### config.mk
export PLATFORM = sky130hd
export DESIGN_NAME = ex_seq_multiplier
export DESIGN_NICKNAME = d
export VERILOG_FILES = /design/src/rtl/ex_pkg.sv /design/src/rtl/full_adder.sv /design/src/rtl/mul_step_adder.sv /design/src/rtl/ex_seq_multiplier.sv
export SDC_FILE = /design/constraint.sdc
export NUM_CORES = 1
export LEC_CHECK = 0
export BUFFER_PORTS_ARGS = -buffer_cell sky130_fd_sc_hd__buf_4
export CORE_ASPECT_RATIO = 0.9
export CORE_MARGIN = 8
export CORE_UTILIZATION = 66
export DETAILED_ROUTE_END_ITERATION = 16
export MAX_ROUTING_LAYER = met4
export PLACE_DENSITY = 0.87
export SYNTH_ARGS = -nofsm -noshare
export SYNTH_HDL_FRONTEND = slang
export SYNTH_SLANG_ARGS = --single-unit
### constraint.sdc
create_clock -name clk -period 32.5 [get_ports clk]
set_input_delay 8.125 -clock clk [delete_from_list [all_inputs] [get_ports clk]]
set_output_delay 8.125 -clock clk [all_outputs]
set_load 0.01 [all_outputs]
### src/rtl/ex_pkg.sv
// Shared EX-stage definitions: multiplier op encodings, multiplier FSM
// states and the default datapath width.
package ex_pkg;

    localparam int unsigned XLEN_DEFAULT = 32;

    // RV32M multiply ops as presented on the 2-bit op port
    typedef enum logic [1:0] {
        MUL_OP_MUL    = 2'b00,
        MUL_OP_MULH   = 2'b01,
        MUL_OP_MULHSU = 2'b10,
        MUL_OP_MULHU  = 2'b11
    } mul_op_e;

    // Sequential multiplier control states
    typedef enum logic [1:0] {
        S_IDLE = 2'b00,
        S_CALC = 2'b01,
        S_FIX  = 2'b10,
        S_DONE = 2'b11
    } mul_state_e;

endpackage

### src/rtl/full_adder.sv
// Single-bit full adder cell used to build ripple-carry chains.
//   a, b, cin : addend bits and carry in
//   sum, cout : sum bit and carry out
module full_adder (
    input  logic a,
    input  logic b,
    input  logic cin,
    output logic sum,
    output logic cout
);

    assign sum  = a ^ b ^ cin;
    assign cout = (a & b) | (cin & (a ^ b));

endmodule

### src/rtl/mul_step_adder.sv
// W-bit ripple-carry adder made of full_adder cells.
//   a, b : addends
//   cin  : carry into bit 0
//   sum  : W-bit sum
//   cout : carry out of bit W-1
module mul_step_adder #(
    parameter int unsigned W = 33
) (
    input  logic [W-1:0] a,
    input  logic [W-1:0] b,
    input  logic         cin,
    output logic [W-1:0] sum,
    output logic         cout
);

    logic [W:0] carry;

    assign carry[0] = cin;
    assign cout     = carry[W];

    for (genvar i = 0; i < W; i++) begin : g_bit
        full_adder u_fa (
            .a    (a[i]),
            .b    (b[i]),
            .cin  (carry[i]),
            .sum  (sum[i]),
            .cout (carry[i+1])
        );
    end

endmodule

### src/rtl/ex_seq_multiplier.sv
// Iterative radix-2 shift-add multiplier for RV32M MUL/MULH/MULHSU/MULHU.
// Operates on operand magnitudes, one multiplier bit per cycle, and applies
// the sign fix-up over the full 2*XLEN product in a single FIX cycle.
//   clk, rst_n           : clock, async active-low reset
//   in_valid / in_ready  : operand handshake (ready only when idle)
//   op, rs1, rs2         : operation and operands, sampled at accept
//   out_valid / out_ready: result handshake (valid only in DONE)
//   result               : selected product half, held until taken
//   busy                 : operation in flight or result pending
// Build option MUL_EARLY_EXIT_EN: leave CALC as soon as the remaining
// multiplier bits are zero, finishing the shift with a barrel shifter.
module ex_seq_multiplier
    import ex_pkg::*;
#(
    parameter int unsigned XLEN = XLEN_DEFAULT
) (
    input  logic            clk,
    input  logic            rst_n,
    input  logic            in_valid,
    output logic            in_ready,
    input  logic [1:0]      op,
    input  logic [XLEN-1:0] rs1,
    input  logic [XLEN-1:0] rs2,
    output logic            out_valid,
    input  logic            out_ready,
    output logic [XLEN-1:0] result,
    output logic            busy
);

    localparam int unsigned AW = 2 * XLEN;
    localparam int unsigned CW = $clog2(XLEN + 1);

    mul_state_e      state_q, state_d;
    mul_op_e         op_q, op_d;
    logic [XLEN-1:0] mcand_q, mcand_d;
    logic [XLEN-1:0] mplier_q, mplier_d;
    logic [AW-1:0]   acc_q, acc_d;
    logic            neg_q, neg_d;
    logic [CW-1:0]   count_q, count_d;
    logic [XLEN-1:0] result_d;

    // Operand conditioning at accept: magnitudes and product sign
    mul_op_e         op_in;
    logic            rs1_neg, rs2_neg;
    logic [XLEN-1:0] rs1_mag, rs2_mag;

    assign op_in   = mul_op_e'(op);
    assign rs1_neg = ((op_in == MUL_OP_MULH) || (op_in == MUL_OP_MULHSU)) && rs1[XLEN-1];
    assign rs2_neg = (op_in == MUL_OP_MULH) && rs2[XLEN-1];
    assign rs1_mag = rs1_neg ? (~rs1 + XLEN'(1)) : rs1;
    assign rs2_mag = rs2_neg ? (~rs2 + XLEN'(1)) : rs2;

    // Shared adder: partial-product add in CALC, low-half negate in FIX
    logic [XLEN:0]   add_a, add_b, add_sum;
    logic            add_cin, add_cout;
    logic [XLEN-1:0] hi_sum;
    logic            hi_cout;
    logic            unused_cout;

    always_comb begin
        add_a   = {1'b0, acc_q[AW-1:XLEN]};
        add_b   = mplier_q[0] ? {1'b0, mcand_q} : '0;
        add_cin = 1'b0;
        if (state_q == S_FIX) begin
            add_a   = {1'b0, ~acc_q[XLEN-1:0]};
            add_b   = '0;
            add_cin = 1'b1;
        end
    end

    mul_step_adder #(.W(XLEN + 1)) u_step_adder (
        .a    (add_a),
        .b    (add_b),
        .cin  (add_cin),
        .sum  (add_sum),
        .cout (add_cout)
    );

    // High half of the negation takes the low half's carry out of bit XLEN-1
    mul_step_adder #(.W(XLEN)) u_fix_hi_adder (
        .a    (~acc_q[AW-1:XLEN]),
        .b    ('0),
        .cin  (add_sum[XLEN]),
        .sum  (hi_sum),
        .cout (hi_cout)
    );

    assign unused_cout = add_cout ^ hi_cout;

    // Datapath values for the CALC and FIX steps
    logic [AW-1:0] step_acc, calc_acc, fix_acc;
    logic          calc_last;

    assign step_acc = {add_sum, acc_q[XLEN-1:1]};
    assign fix_acc  = neg_q ? {hi_sum, add_sum[XLEN-1:0]} : acc_q;

`ifdef MUL_EARLY_EXIT_EN
    logic          mplier_rest_zero;
    logic [CW-1:0] rem_shift;

    // Remaining zero multiplier bits only shift; do them all at once
    assign mplier_rest_zero = (mplier_q[XLEN-1:1] == '0);
    assign rem_shift        = count_q - CW'(1);
    assign calc_acc         = mplier_rest_zero ? (step_acc >> rem_shift) : step_acc;
    assign calc_last        = mplier_rest_zero || (count_q == CW'(1));
`else
    assign calc_acc  = step_acc;
    assign calc_last = (count_q == CW'(1));
`endif

    // Next-state and datapath update
    always_comb begin
        state_d  = state_q;
        op_d     = op_q;
        mcand_d  = mcand_q;
        mplier_d = mplier_q;
        acc_d    = acc_q;
        neg_d    = neg_q;
        count_d  = count_q;
        result_d = result;

        unique case (state_q)
            S_IDLE: begin
                if (in_valid && in_ready) begin
                    op_d     = op_in;
                    mcand_d  = rs1_mag;
                    mplier_d = rs2_mag;
                    neg_d    = (rs1_neg ^ rs2_neg) && (rs1 != '0) && (rs2 != '0);
                    acc_d    = '0;
                    count_d  = CW'(XLEN);
                    state_d  = S_CALC;
                end
            end
            S_CALC: begin
                acc_d    = calc_acc;
                mplier_d = mplier_q >> 1;
                count_d  = count_q - CW'(1);
                if (calc_last) begin
                    state_d = S_FIX;
                end
            end
            S_FIX: begin
                acc_d    = fix_acc;
                result_d = (op_q == MUL_OP_MUL) ? fix_acc[XLEN-1:0] : fix_acc[AW-1:XLEN];
                state_d  = S_DONE;
            end
            S_DONE: begin
                if (out_ready) begin
                    state_d = S_IDLE;
                end
            end
            default: begin
                state_d = S_IDLE;
            end
        endcase
    end

    // State, datapath and registered handshake outputs
    always_ff @(posedge clk or negedge rst_n) begin
        if (!rst_n) begin
            state_q   <= S_IDLE;
            op_q      <= MUL_OP_MUL;
            mcand_q   <= '0;
            mplier_q  <= '0;
            acc_q     <= '0;
            neg_q     <= 1'b0;
            count_q   <= '0;
            result    <= '0;
            in_ready  <= 1'b1;
            out_valid <= 1'b0;
            busy      <= 1'b0;
        end else begin
            state_q   <= state_d;
            op_q      <= op_d;
            mcand_q   <= mcand_d;
            mplier_q  <= mplier_d;
            acc_q     <= acc_d;
            neg_q     <= neg_d;
            count_q   <= count_d;
            result    <= result_d;
            in_ready  <= (state_d == S_IDLE);
            out_valid <= (state_d == S_DONE);
            busy      <= (state_d != S_IDLE);
        end
    end

endmodule
* Word level (Yosys, flattened, before mapping)
Cells that the tools add are included.
** Word-level totals
- Register bits :: 174
- Bits in latches :: 0
- RAM bits :: 0
- ROM bits :: 0
- Memories kept :: 0
** Cells by class
- $add $sub $neg :: 3
- Multiply operators :: 0
- Div/mod/pow operators :: 0
- Order comparisons :: 0
- Eq/ne operators :: 8
- Shift operators :: 0
- Muxes and demuxes :: 18
- Bitwise logic cells :: 230
- Reduce and logical (&&, ||, !) cells :: 17
** Operators with widths (number)
- 32-bit 2-to-1 mux :: 7
- 64-bit one-hot mux with 3 select lines :: 1
- 64-bit 2-to-1 mux :: 2
- 32-bit inverter :: 4
- 1-bit XOR :: 98
- 1-bit AND :: 95
- 32-bit by 1-bit adder with 32-bit output (second input constant) :: 2
- 32-bit one-hot mux with 2 select lines :: 1
- 32-bit nonzero test :: 2
- 1-bit OR :: 32
- 6-bit one-hot mux with 2 select lines :: 1
- 2-bit == test (second input constant) :: 4
- 2-bit one-hot mux with 4 select lines :: 1
- 6-bit by 1-bit == test with 1-bit output (second input constant) :: 1
- 2-bit zero test :: 3
- 2-bit 2-to-1 mux :: 3
- 6-bit 2-to-1 mux :: 1
- 2-bit AND reduction :: 3
- 6-bit by 1-bit subtractor with 6-bit output (second input constant) :: 1
- 1-bit logical AND :: 5
- 2-bit by 1-bit == test with 1-bit output (second input constant) :: 2
- 2-bit nonzero test :: 2
- 3-bit nonzero test :: 1
- 2-bit inequality test (second input constant) :: 1
- other kinds (3) :: 3

* Depth between registers and ports, before layout
- Depth after elaboration :: 102
- Mapped depth :: 76
- Mapped depth without buffers :: 74

* By module
Synthesis repeated with hierarchy kept, for this count alone.
** Second synthesis, totals
- Cell total of the unflattened synthesis :: 1238
- Area, all modules :: 12125.4 um^2
** Modules (own cells, without submodules)
- ex_seq_multiplier :: instances 1, cells an instance 1173, area each 10824.1 um^2
- full_adder :: instances 65, cells an instance 1, area each 20.0 um^2

* Worst setup path after synthesis
No wires, ideal clock.
- Path kind :: register to register
- Start :: register state_q[0]
- End :: register result[30]
- Library setup time :: 0.125 ns
- Arrival :: 19.390 ns
- Slack :: 12.985 ns
- Cell stages (with the launch flop) :: 75
- Cell sequence :: dfrtp_1 -> inv_1 -> ha_1 -> clkbuf_1 -> inv_1 -> clkbuf_1 -> and3_1 -> ha_1 -> a21o_1 -> fa_1 -> fa_1 -> fa_1 -> fa_1 -> fa_1 -> fa_1 -> fa_1 -> fa_1 -> fa_1 -> (+39 left out) -> ha_1 -> ha_1 -> ha_1 -> ha_1 -> ha_1 -> ha_1 -> ha_1 -> ha_1 -> ha_1 -> ha_1 -> ha_1 -> ha_1 -> ha_1 -> ha_1 -> ha_1 -> ha_1 -> mux4_2 -> mux2_2
** Between the ends
- Cells in the longest elaborated chain, start to end :: 101
** RTL lines
- start, declared :: line ex_seq_multiplier.sv:33 : mul_state_e state_q, state_d;
- start signal, assigned :: line ex_seq_multiplier.sv:173 : state_q <= state_d;
- 2-bit == test (*) :: line ex_seq_multiplier.sv:64, ex_seq_multiplier.sv:122
- 32-bit 2-to-1 mux :: line ex_seq_multiplier.sv:64 : if (state_q == S_FIX) begin
- 1-bit XOR :: line full_adder.sv:13 : assign cout = (a & b) | (cin & (a ^ b));
- 1-bit AND :: line full_adder.sv:13
- 1-bit OR :: line full_adder.sv:13
- 1-bit AND :: line full_adder.sv:13
- 1-bit OR :: line full_adder.sv:13
- 1-bit AND :: line full_adder.sv:13
- (+56 left out)
- 1-bit OR :: line full_adder.sv:13
- 1-bit AND :: line full_adder.sv:13
- 1-bit OR :: line full_adder.sv:13
- 1-bit XOR :: line full_adder.sv:12 : assign sum = a ^ b ^ cin;
- 1-bit AND (30 in series) :: line full_adder.sv:13
- 1-bit XOR :: line full_adder.sv:12
- 64-bit 2-to-1 mux :: line ex_seq_multiplier.sv:95 : assign fix_acc = neg_q ? {hi_sum, add_sum[XLEN-1:0]} : acc_q;
- 32-bit 2-to-1 mux :: line ex_seq_multiplier.sv:144 : result_d = (op_q == MUL_OP_MUL) ? fix_acc[XLEN-1:0] : fix_acc[AW-1:XLEN];
- end signal, assigned :: line ex_seq_multiplier.sv:180 : result <= result_d;
- end, declared :: line ex_seq_multiplier.sv:26 : output logic [XLEN-1:0] result,
Mark *: on every way between the ends. The rest lies on a longest branch, timed or not.
A chain may end at the register's enable or synchronous reset.

* Final worst setup path
Ends and elaborated chain as after synthesis.

==> results.toml <==
[run_status]
status = "complete, no violations"

[route]
antenna_left = 0
drt_pass1_iterations = 6
drt_iter0_markers = 1108
drc = 0
vias_per_cell = 6.60
wl_per_cell_um = 20.1
routed_wl_mm = 30.3
num_vias = 9962

[timing]
relSlewSlack = 0.238
min_period_over_period = 0.635
final.min_clock_period_ps = 20650
slew_viol_final = 0
worst_slack_ps = 11850
clock_skew_ps = 9.36
grt_setup_unrepaired = "no"
worstMarginPinSlew_ps = 1140
hold_violations = 0
final.setup.tns_ps = 0
max_clock_freq_mhz = 48.4
finalSetupViolCount = 0

[placement]
post-place-ws_ps = 12090
place_inst = 1478
portBuffers = 104
dpl.hpwl_mm = 20.5
place.gp.congestion = 0.945

[clocking]
ctsResizeCount = 0
root_buffer = "clkbuf_16"
cts_hold_buf = 0
cts_tree = "done"
clock_latency_ps = 430
post_cts_buffers = 0
htreeDepth = 4
cts_buffers = 17
clockBufferDepth = 2
cts_sinks = 174
clkTransAtPathRegs_ps = 70

[setup_path]
crit_arrival_ps = 20970
r2r_start = "state_q[0]$_DFF_PN0_"
reg2reg_to = "result[30]$_DFFE_PN0N_"
crit_top_cell = "ha_1"
worst_ep_required_time_ps = 32820
path_buf_inv = 3
crit_fanout = 48
startpoint_type = "register"
rrSetupSlack_ps = 11850
path_delay_family = "adder cells"
worstSetupEndpointType = "register"
worstSetupPathType = "reg -> reg"
cpPeakStageDelay_ps = 550
crit_slowest_cell = "ha_4"
rr_worst_depth = 71

[hold_path]
min-delay-start = "mcand_q[10]$_DFFE_PN0P_"
hold_depth = 2
whs_endpoint = "mcand_q[10]$_DFFE_PN0P_"
holdCritPathClass = "reg -> reg"

[logic_synthesis]
synth_fp_nets = 1352
synth-seq-cells = 174
ys_types = 56
yosysMostFrequentCell = "dfrtp_1"
syn_area_um2 = 11800
yosys.area.top_type = "dfrtp_1"
synth_common_cells = "173 x dfrtp_1, 131 x nand2_1, 116 x o21ai_0, 75 x clkbuf_1, 68 x a22oi_1"
synth_edf_count = 0
postSynthAreaPerCell_um2 = 9.77
synth_top_area_share = 0.367
seq_area_frac_synth = 0.369
ys.flop_type = "dfrtp_1"
ys_warn_count = 0
async_flop_share = 1.00
yosys-top-cells-area = "dfrtp_1 37%, mux4_2 6.1%, mux2_2 6.0%"
syn_inst = 1209

[die]
num_io_pins = 105
rows = 46
design.core.area_um2 = 17600
die_h_um = 143
initial_core_util = 0.673
die-area_um2 = 22400
die_w_um = 157

[cells_and_area]
drive_above_1_share = 0.212
finalNonFillerCells = 1510
n_antenna_cell = 0
area_growth_pct = 12.6
nNetsFinal = 1400

[global_route]
grt_pass1_vias = 9796
antenna_found_initial = 0
groute.usage.overall = 0.289
grt_remaining_overflow = 0
grt_max_degree = 99
grt_pass1_wl_mm = 50.3

[pwr]
cellPowerDensity_nw_per_um2 = 85.0
power.leakage_nw = 5.90
peakVddDrop_uv = 61.6

[run]
max-cap-violations = 0
-- state kept, by name, indices dropped and copies added, names as in the netlist --
name and flops:
acc_q 64, busy 1, count_q 6, in_ready 1, mcand_q 32, mplier_q 32, neg_q 1, op_q 2
out_valid 1, result 32, state_q 2
-- worst reg2reg max path: cells and delay by family (launching register included) --
family                   cells  cell delay, ps
AO/OA/AOI/OAI                1             160
buffers and inverters        3             310
flip-flops                   1             410
adder cells (fa/ha/maj)     64           18680
multiplexers                 3             950
-- logic make-up (layout without fill, tap and decap cells) --
kind of cell	Yosys count	in the layout	share of synthesized area
DFF	174	174	0.369
AOI/OAI and AO/OA	318	318	0.172
and+or+nand+nor	322	322	0.130
adders and majority gates	73	73	0.0970
buffers and inverters	144	205	0.0471
xor gates and xnor gates	57	57	0.0423
muxes	121	121	0.143
-- worst max-delay path by stage --
stage	from	endpoint	slack, ps	depth (start not counted)
finish	state_q[0]$_DFF_PN0_	result[30]$_DFFE_PN0N_	11850	71
CTS	state_q[0]$_DFF_PN0_	result[30]$_DFFE_PN0N_	12020	71
floorplan	state_q[0]$_DFF_PN0_	result[30]$_DFFE_PN0N_	12990	74
detailed placement	state_q[0]$_DFF_PN0_	result[30]$_DFFE_PN0N_	12090	71
global route	state_q[0]$_DFF_PN0_	result[30]$_DFFE_PN0N_	11120	71
global placement	state_q[0]$_DFF_PN0_	result[30]$_DFFE_PN0N_	12410	71
-- power by group --
| group | switching [mW] | leakage, nW | internal [mW] |
|---|---|---|---|
| Combinational | 0.344 | 3.32 | 0.231 |
| Clock | 0.0881 | 0.301 | 0.126 |
| Sequential | 0.0528 | 2.28 | 0.290 |
| Total | 0.485 | 5.90 | 0.646 |
-- per-stage QoR --
step | hold slack (ps) | utilization | area, um2 | total power [mW]
6_report | 479 | 0.758 | 13300 | 1.13
5_1_grt | 505 | 0.758 | 13300 | 1.20
4_1_cts | 482 | 0.758 | 13300 | 1.12
3_5_place_dp | 461 | 0.723 | 12700 | 0.902
3_3_place_gp | 454 | 0.723 | 12700 | 0.877
2_1_floorplan | 440 | - | 11800 | 0.734
-- final cells by class --
cell class,instances,area [um2]
inverters,56,210
flip-flops and latches,174,4360
clock buffers,20,457
fillers,1204,4250
clock inverters,12,160
multi-input cells,891,6930
well taps,240,300
repair buffers,117,882
-- cell usage in the layout, fill, tap and decap left out, types with 26 or more instances in the layout --
| cell type | n |
|---|---|
| mux4_2 | 32 |
| xor2_1 | 35 |
| a22oi_1 | 68 |
| fa_1 | 31 |
| and2_1 | 33 |
| o21ai_0 | 115 |
| buf_4 | 116 |
| mux2i_1 | 26 |
| o22ai_1 | 38 |
| inv_1 | 56 |
| nand2_1 | 131 |
| a21oi_1 | 32 |
| nor2_1 | 58 |
| dfrtp_1 | 172 |
| ha_1 | 40 |
| mux2_2 | 63 |
-- per-layer routing --
metal	track usage	share of wire
met2	0.424	0.46
met5	-	0
met1	0.397	0.42
met4	0.0849	0.019
met3	0.0647	0.10
Power figures use the tool's default switching activity.
